--- config.mk ---
export PLATFORM = sky130hd
export DESIGN_NAME = uart_tx_fifo
export DESIGN_NICKNAME = d
export VERILOG_FILES = /design/src/rtl/uart_pkg.sv /design/src/rtl/sync_fifo.sv /design/src/rtl/uart_tx_fifo.sv
export SDC_FILE = /design/constraint.sdc
export NUM_CORES = 1
export LEC_CHECK = 0
export ABC_AREA = 1
export CORE_AREA = 10 10 141 130
export CTS_BUF_LIST = sky130_fd_sc_hd__clkbuf_16
export DETAILED_ROUTE_END_ITERATION = 6
export DIE_AREA = 0 0 151 140
export GPL_TIMING_DRIVEN = 0
export PLACE_DENSITY = 0.69
export SETUP_SLACK_MARGIN = 0.5
export SYNTH_ARGS = -nofsm -noshare
export SYNTH_HDL_FRONTEND = slang
export SYNTH_SLANG_ARGS = --single-unit
--- constraint.sdc ---
create_clock -name clk -period 6.8 [get_ports clk]
set_input_delay 0.68 -clock clk [delete_from_list [all_inputs] [get_ports clk]]
set_output_delay 0.68 -clock clk [all_outputs]
set_load 0.005 [all_outputs]
--- src/rtl/uart_pkg.sv ---
// uart_pkg: parity codes, TX FSM states and width helpers shared by the UART blocks
package uart_pkg;
  localparam int PAR_NONE = 0;
  localparam int PAR_ODD  = 1;
  localparam int PAR_EVEN = 2;
  typedef enum logic [2:0] {IDLE, START, DATA, PAR, STOP} state_t;
  function automatic int addr_w(input int depth);
    return $clog2(depth);
  endfunction
  function automatic int baud_w(input int div);
    return $clog2(div);
  endfunction
endpackage

--- src/rtl/sync_fifo.sv ---
// sync_fifo: single-clock FIFO with full/empty flags and an occupancy count
module sync_fifo import uart_pkg::*; #(
  parameter int WIDTH = 8,
  parameter int DEPTH = 16
) (
  input  logic                   clk,
  input  logic                   rst,
  input  logic                   push,
  input  logic                   pop,
  input  logic [WIDTH-1:0]       din,
  output logic [WIDTH-1:0]       dout,
  output logic                   full,
  output logic                   empty,
  output logic [addr_w(DEPTH):0] count
);
  localparam int AW = addr_w(DEPTH);
  logic [WIDTH-1:0] mem_q [DEPTH];
  logic [AW-1:0] wr_q, wr_d, rd_q, rd_d;
  logic [AW:0] cnt_q, cnt_d;
  logic do_push, do_pop;
  assign full  = cnt_q == (AW+1)'(DEPTH);
  assign empty = cnt_q == '0;
  assign count = cnt_q;
  assign dout  = mem_q[rd_q];
  always_comb begin
    do_push = push && !full;
    do_pop  = pop && !empty;
    wr_d    = do_push ? wr_q + 1'b1 : wr_q;
    rd_d    = do_pop ? rd_q + 1'b1 : rd_q;
    cnt_d   = cnt_q + (AW+1)'(do_push) - (AW+1)'(do_pop);
  end
  always_ff @(posedge clk) begin
    if (rst) begin
      wr_q  <= '0;
      rd_q  <= '0;
      cnt_q <= '0;
    end else begin
      wr_q  <= wr_d;
      rd_q  <= rd_d;
      cnt_q <= cnt_d;
    end
  end
  always_ff @(posedge clk) begin
    if (do_push) mem_q[wr_q] <= din;
  end
endmodule

--- src/rtl/uart_tx_fifo.sv ---
// uart_tx_fifo: FIFO-buffered UART transmitter with configurable data/parity/stop bits
module uart_tx_fifo import uart_pkg::*; #(
  parameter int FREQ       = 50_000_000,
  parameter int BPS        = 115200,
  parameter int DATA_BITS  = 8,
  parameter int PARITY     = 0,
  parameter int STOP_BITS  = 1,
  parameter int FIFO_DEPTH = 16
) (
  input  logic                        clk,
  input  logic                        rst,
  input  logic                        valid,
  input  logic [DATA_BITS-1:0]        tx_data,
  output logic                        ready,
  output logic                        txd,
  output logic                        busy,
  output logic [addr_w(FIFO_DEPTH):0] fifo_count
);
  localparam int DIV = FREQ / BPS;
  localparam int BW  = baud_w(DIV);
  if (DATA_BITS < 5 || DATA_BITS > 8) begin : g_bad_data_bits
    $error("uart_tx_fifo: DATA_BITS must be 5..8");
  end
  if (PARITY < 0 || PARITY > 2) begin : g_bad_parity
    $error("uart_tx_fifo: PARITY must be 0, 1 or 2");
  end
  if (STOP_BITS != 1 && STOP_BITS != 2) begin : g_bad_stop_bits
    $error("uart_tx_fifo: STOP_BITS must be 1 or 2");
  end
  if (DIV < 2) begin : g_bad_div
    $error("uart_tx_fifo: FREQ/BPS must be at least 2");
  end
  state_t state_q, state_d;
  logic [BW-1:0] baud_q, baud_d;
  logic [3:0] bit_q, bit_d;
  logic [DATA_BITS-1:0] shift_q, shift_d, head;
  logic par_q, par_d, tick, pop, empty, full;
  sync_fifo #(.WIDTH(DATA_BITS), .DEPTH(FIFO_DEPTH)) u_fifo (
    .clk(clk), .rst(rst), .push(valid), .pop(pop), .din(tx_data),
    .dout(head), .full(full), .empty(empty), .count(fifo_count)
  );
  assign ready = !full;
  assign busy  = state_q != IDLE || fifo_count != '0;
  assign tick  = baud_q == BW'(DIV - 1);
  assign pop   = state_q == IDLE && !empty;
  always_ff @(posedge clk) begin
    if (rst) begin
      state_q <= IDLE;
      baud_q  <= '0;
      bit_q   <= '0;
      shift_q <= '0;
      par_q   <= 1'b0;
    end else begin
      state_q <= state_d;
      baud_q  <= baud_d;
      bit_q   <= bit_d;
      shift_q <= shift_d;
      par_q   <= par_d;
    end
  end
  always_comb begin
    state_d = state_q;
    case (state_q)
      IDLE:    if (!empty) state_d = START;
      START:   if (tick) state_d = DATA;
      DATA:    if (tick && bit_q == 4'(DATA_BITS - 1)) state_d = PARITY != PAR_NONE ? PAR : STOP;
      PAR:     if (tick) state_d = STOP;
      STOP:    if (tick && bit_q == 4'(STOP_BITS - 1)) state_d = IDLE;
      default: state_d = IDLE;
    endcase
  end
  // Baud phase is held at zero while idle so each frame starts aligned to its own start bit.
  always_comb begin
    baud_d  = state_q == IDLE || tick ? '0 : baud_q + 1'b1;
    bit_d   = state_d != state_q ? '0 : tick ? bit_q + 1'b1 : bit_q;
    shift_d = pop ? head : state_q == DATA && tick ? shift_q >> 1 : shift_q;
    par_d   = pop ? (PARITY == PAR_EVEN ? ^head : ~^head) : par_q;
  end
  always_comb begin
    txd = state_q == START ? 1'b0 : state_q == DATA ? shift_q[0] : state_q == PAR ? par_q : 1'b1;
  end
endmodule

==> summary.md <==
| Metric | Value |
|---|---|
| Placed inst area | `8030 µm²` |
| Post-synth ARST share | `0` |
| Avg Synthesized Cell Area | `9.29 µm²` |
| Multi-input gate area | `2320 µm²` |
| Leakage | `3.53 nW` |
| Setup slack after layout | `3650 ps` |
| First-pass GRT wire length | `28700 µm` |
| Seq cells post-synth | `170` |
| # DRC | `0` |
| Pwr/cell area | `381 nW/µm²` |
| Worst R2R Path Depth | `17` |
| Placer Congestion | `0.865` |
| Pre-CTS setup slack | `3680 ps` |
| Worst path bufs/invs | `7` |
| Vias | `5582` |
| # setup viols final | `0` |
| Synth area leader | `edfxtp_1` |
| R2R Path Start | `u_fifo.count[3]` |
| Crit path kind | `flip-flop to flip-flop` |
| H-tree Lvls | `4` |
| Ys flop type | `edfxtp_1` |
| DR WL/cell | `17.1 µm` |
| Worst hold path class | `flip-flop to flip-flop` |
| Finished Layout Cells | `1069` |
| P&R area growth vs syn | `13.5%` |
| DRT Wirelength | `18300 µm` |
| Crit path launch type | `flip-flop` |
| Final Net Count | `881` |
| Clk sinks | `170` |
| Post-Syn Instances | `817` |
| Crit Path Max Fanout | `10` |
| Cell Int Power | `2.09 mW` |
| Worst-path clk slew | `70 ps` |
| Total track usage | `0.179` |
| Tot Pwr | `3.29 mW` |
| Clk_skew | `11.8 ps` |
| CP max stage cell | `fa_1` |
| Slew @ Worst Pin | `1100 ps` |
| Worst vdd ir | `0.228 mV` |
| IO Pins | `19` |
| Register Area | `4680 µm²` |
| YS warnings | `0` |
| Register area share after synthesis | `0.617` |
| CP delay by family, top | `adder cells` |
| RSZ-0062 raised after global routing | `no` |
| Fin area | `8620 µm²` |
| Sw frac | `0.363` |
| Clock power share | `0.296` |
| Buffers on Ports | `18` |
| Row cnt | `43` |
| Synth area leaders | `edfxtp_1 51%, nand2_1 13%, dfxtp_1 11%` |
| Antenna-violating nets left | `0` |
| Die ar. | `21100 µm²` |
| Ant diodes | `0` |
| Synth cell count leaders | `261 x nand2_1, 128 x edfxtp_1, 114 x inv_1, 89 x nand3_1, 51 x nor2_1` |
| Critical path data required time | `7120 ps` |
| FF-to-FF End | `u_fifo.count[4]` |
| Slew margin rel. | `0.261` |
| Placed insts | `1037` |
| WP depth | `17` |
| Filler cells | `1328` |
| Die Height | `140 µm` |
| Syn Std Cell Area | `7590 µm²` |
| Seq pwr share | `0.377` |
| Post-synth top area share | `0.506` |
| Worst path most repeated cell | `inv_1` |
| CTS max path bufs | `2` |
| Final HPWL DP | `12000 µm` |
| Max stage delay on crit path | `410 ps` |
| Syn_nets | `844` |
| Layout cells sized above 1 | `0.0634` |
| Fmax | `318 MHz` |
| Top-count cell post-synth | `nand2_1` |
| Vias/cell | `5.22` |
| Max-Cap Viols | `0` |
| Largest net degree at the start of global routing | `17` |
| Worst skew pair latency | `430 ps` |
| Initial antenna violation count | `0` |
| GRT overflow | `0` |
| Number of flops mapped to enable cells by yosys | `128` |
| Psw | `1.19 mW` |
| Num CTS Buffers | `17` |
| Chip width | `151 µm` |
| Final Slew Violations | `0` |
| DR iter-0 viols | `585` |
| Initial Util | `0.497` |
| Root buf cell | `clkbuf_16` |
| Pre-Repair DR Iteration Count | `5` |
| Gate power share | `0.327` |
| Final worst-path cycle share | `0.463` |
| Post-CTS setup buffer count | `0` |
| Status | `finished clean` |
| Setup TNS Final | `0 ps` |
| Critical Path AT | `3470 ps` |
| Post-CTS Resized | `0` |
| Final Hold Viols | `0` |
| Cts hold-fix bufs | `0` |
| CP endpoint | `u_fifo.count[4]` |
| Synth cell types | `31` |
| Vias in the first global route | `5086` |
| Tmin final | `3150 ps` |
| Fin util | `0.564` |
| TritonCTS clock tree | `built` |
| Worst Setup SP | `u_fifo.count[3]` |
| Minimum hold slack | `448 ps` |
| CORE AREA | `15300 µm²` |
| Critical path cell sequence | `inv_1 -> ha_1 -> inv_1 -> nor4_1 -> inv_1 -> nand2_1 -> inv_1 -> buf_2 -> ha_1 -> inv_1 -> ha_1 -> inv_1 -> fa_1 -> nor3_1 -> a211oi_1 -> o21ai_0 -> a21oi_1` |
| CP Capture Type | `flip-flop` |
| Register-to-register setup slack | `3650 ps` |
## worst min path at each step
stage / startpoint / endpoint / slack [ps] / cells after the start
final: u_fifo.rd_q[3] / u_fifo.rd_q[3] / 450 / 1
after global routing: baud_q[0] / baud_q[0] / 490 / 1
after CTS: u_fifo.rd_q[3] / u_fifo.rd_q[3] / 460 / 1
after detailed placement: u_fifo.rd_q[3] / u_fifo.rd_q[3] / 450 / 1
after global placement: u_fifo.rd_q[3] / u_fifo.rd_q[3] / 430 / 1
after floorplan: u_fifo.rd_q[3] / flip-flop / 410 / 1
## power by group through the flow
stage,Combinational [mW],Sequential (mW),Clock [mW]
after floorplan,0.719,1.25,0
after global placement,1.04,1.26,0
after detailed placement,1.05,1.26,0
after CTS,1.06,1.24,0.978
after global routing,1.20,1.25,1.02
final,1.07,1.24,0.974
## cell type report
class / count / share of cell area
Sequential cell: 170 / 0.544
Multi-Input combinational cell: 503 / 0.269
Inverter: 117 / 0.0510
Clock buffer: 17 / 0.0494
Tap cell: 202 / 0.0293
Timing Repair Buffer: 18 / 0.0209
Clock inverter: 15 / 0.0192
Buffer: 27 / 0.0176
## logic make-up after synthesis
family                     after synthesis  share of synthesized area
DFF                                    170                      0.617
buffers and inverters                  144                     0.0778
and+or+nand+nor                        427                      0.234
xor gates and xnor gates                 3                    0.00346
adders and majority gates               16                     0.0274
AOI/OAI and AO/OA                       57                     0.0405
## registers in the layout, summed over array words and instances (netlist names), named ones only
register / flops
shift_q: 8
u_fifo.wr_q: 4
par_q: 1
u_fifo.count: 5
baud_q: 9
u_fifo.mem_q: 128
state_q: 3
bit_q: 4
u_fifo.rd_q: 4
## worst register-to-register path, stage by stage (launching register included)
cell,delay (ps)
dfxtp_1,330
inv_1,90
ha_1,180
inv_1,40
nor4_1,270
inv_1,70
nand2_1,220
inv_1,150
buf_2,220
ha_1,290
inv_1,50
ha_1,150
inv_1,50
fa_1,410
nor3_1,230
a211oi_1,80
o21ai_0,150
a21oi_1,50
## routing by layer
metal  global-route usage  up-vias  share of wire
li1                     -     2739              -
met1                0.245     2597           0.44
met2                0.271      219           0.45
met3               0.0419       27          0.089
met4               0.0663        0          0.024
met5                    0        -              0
## placed cells by master (no fill, tap or decap), types with 7 or more instances in the layout
cell and n:
buf_2 13, nand4_1 9, edfxtp_1 128, a21oi_1 22, clkbuf_1 7, dfxtp_1 42
nor2_1 51, ha_1 15, clkbuf_16 17, nand3_1 89, nand2_1 261, clkdlybuf4s50_1 18
o21ai_0 23, inv_1 114, nor3_1 7
Note: power is estimated with default switching activity, not from simulation.
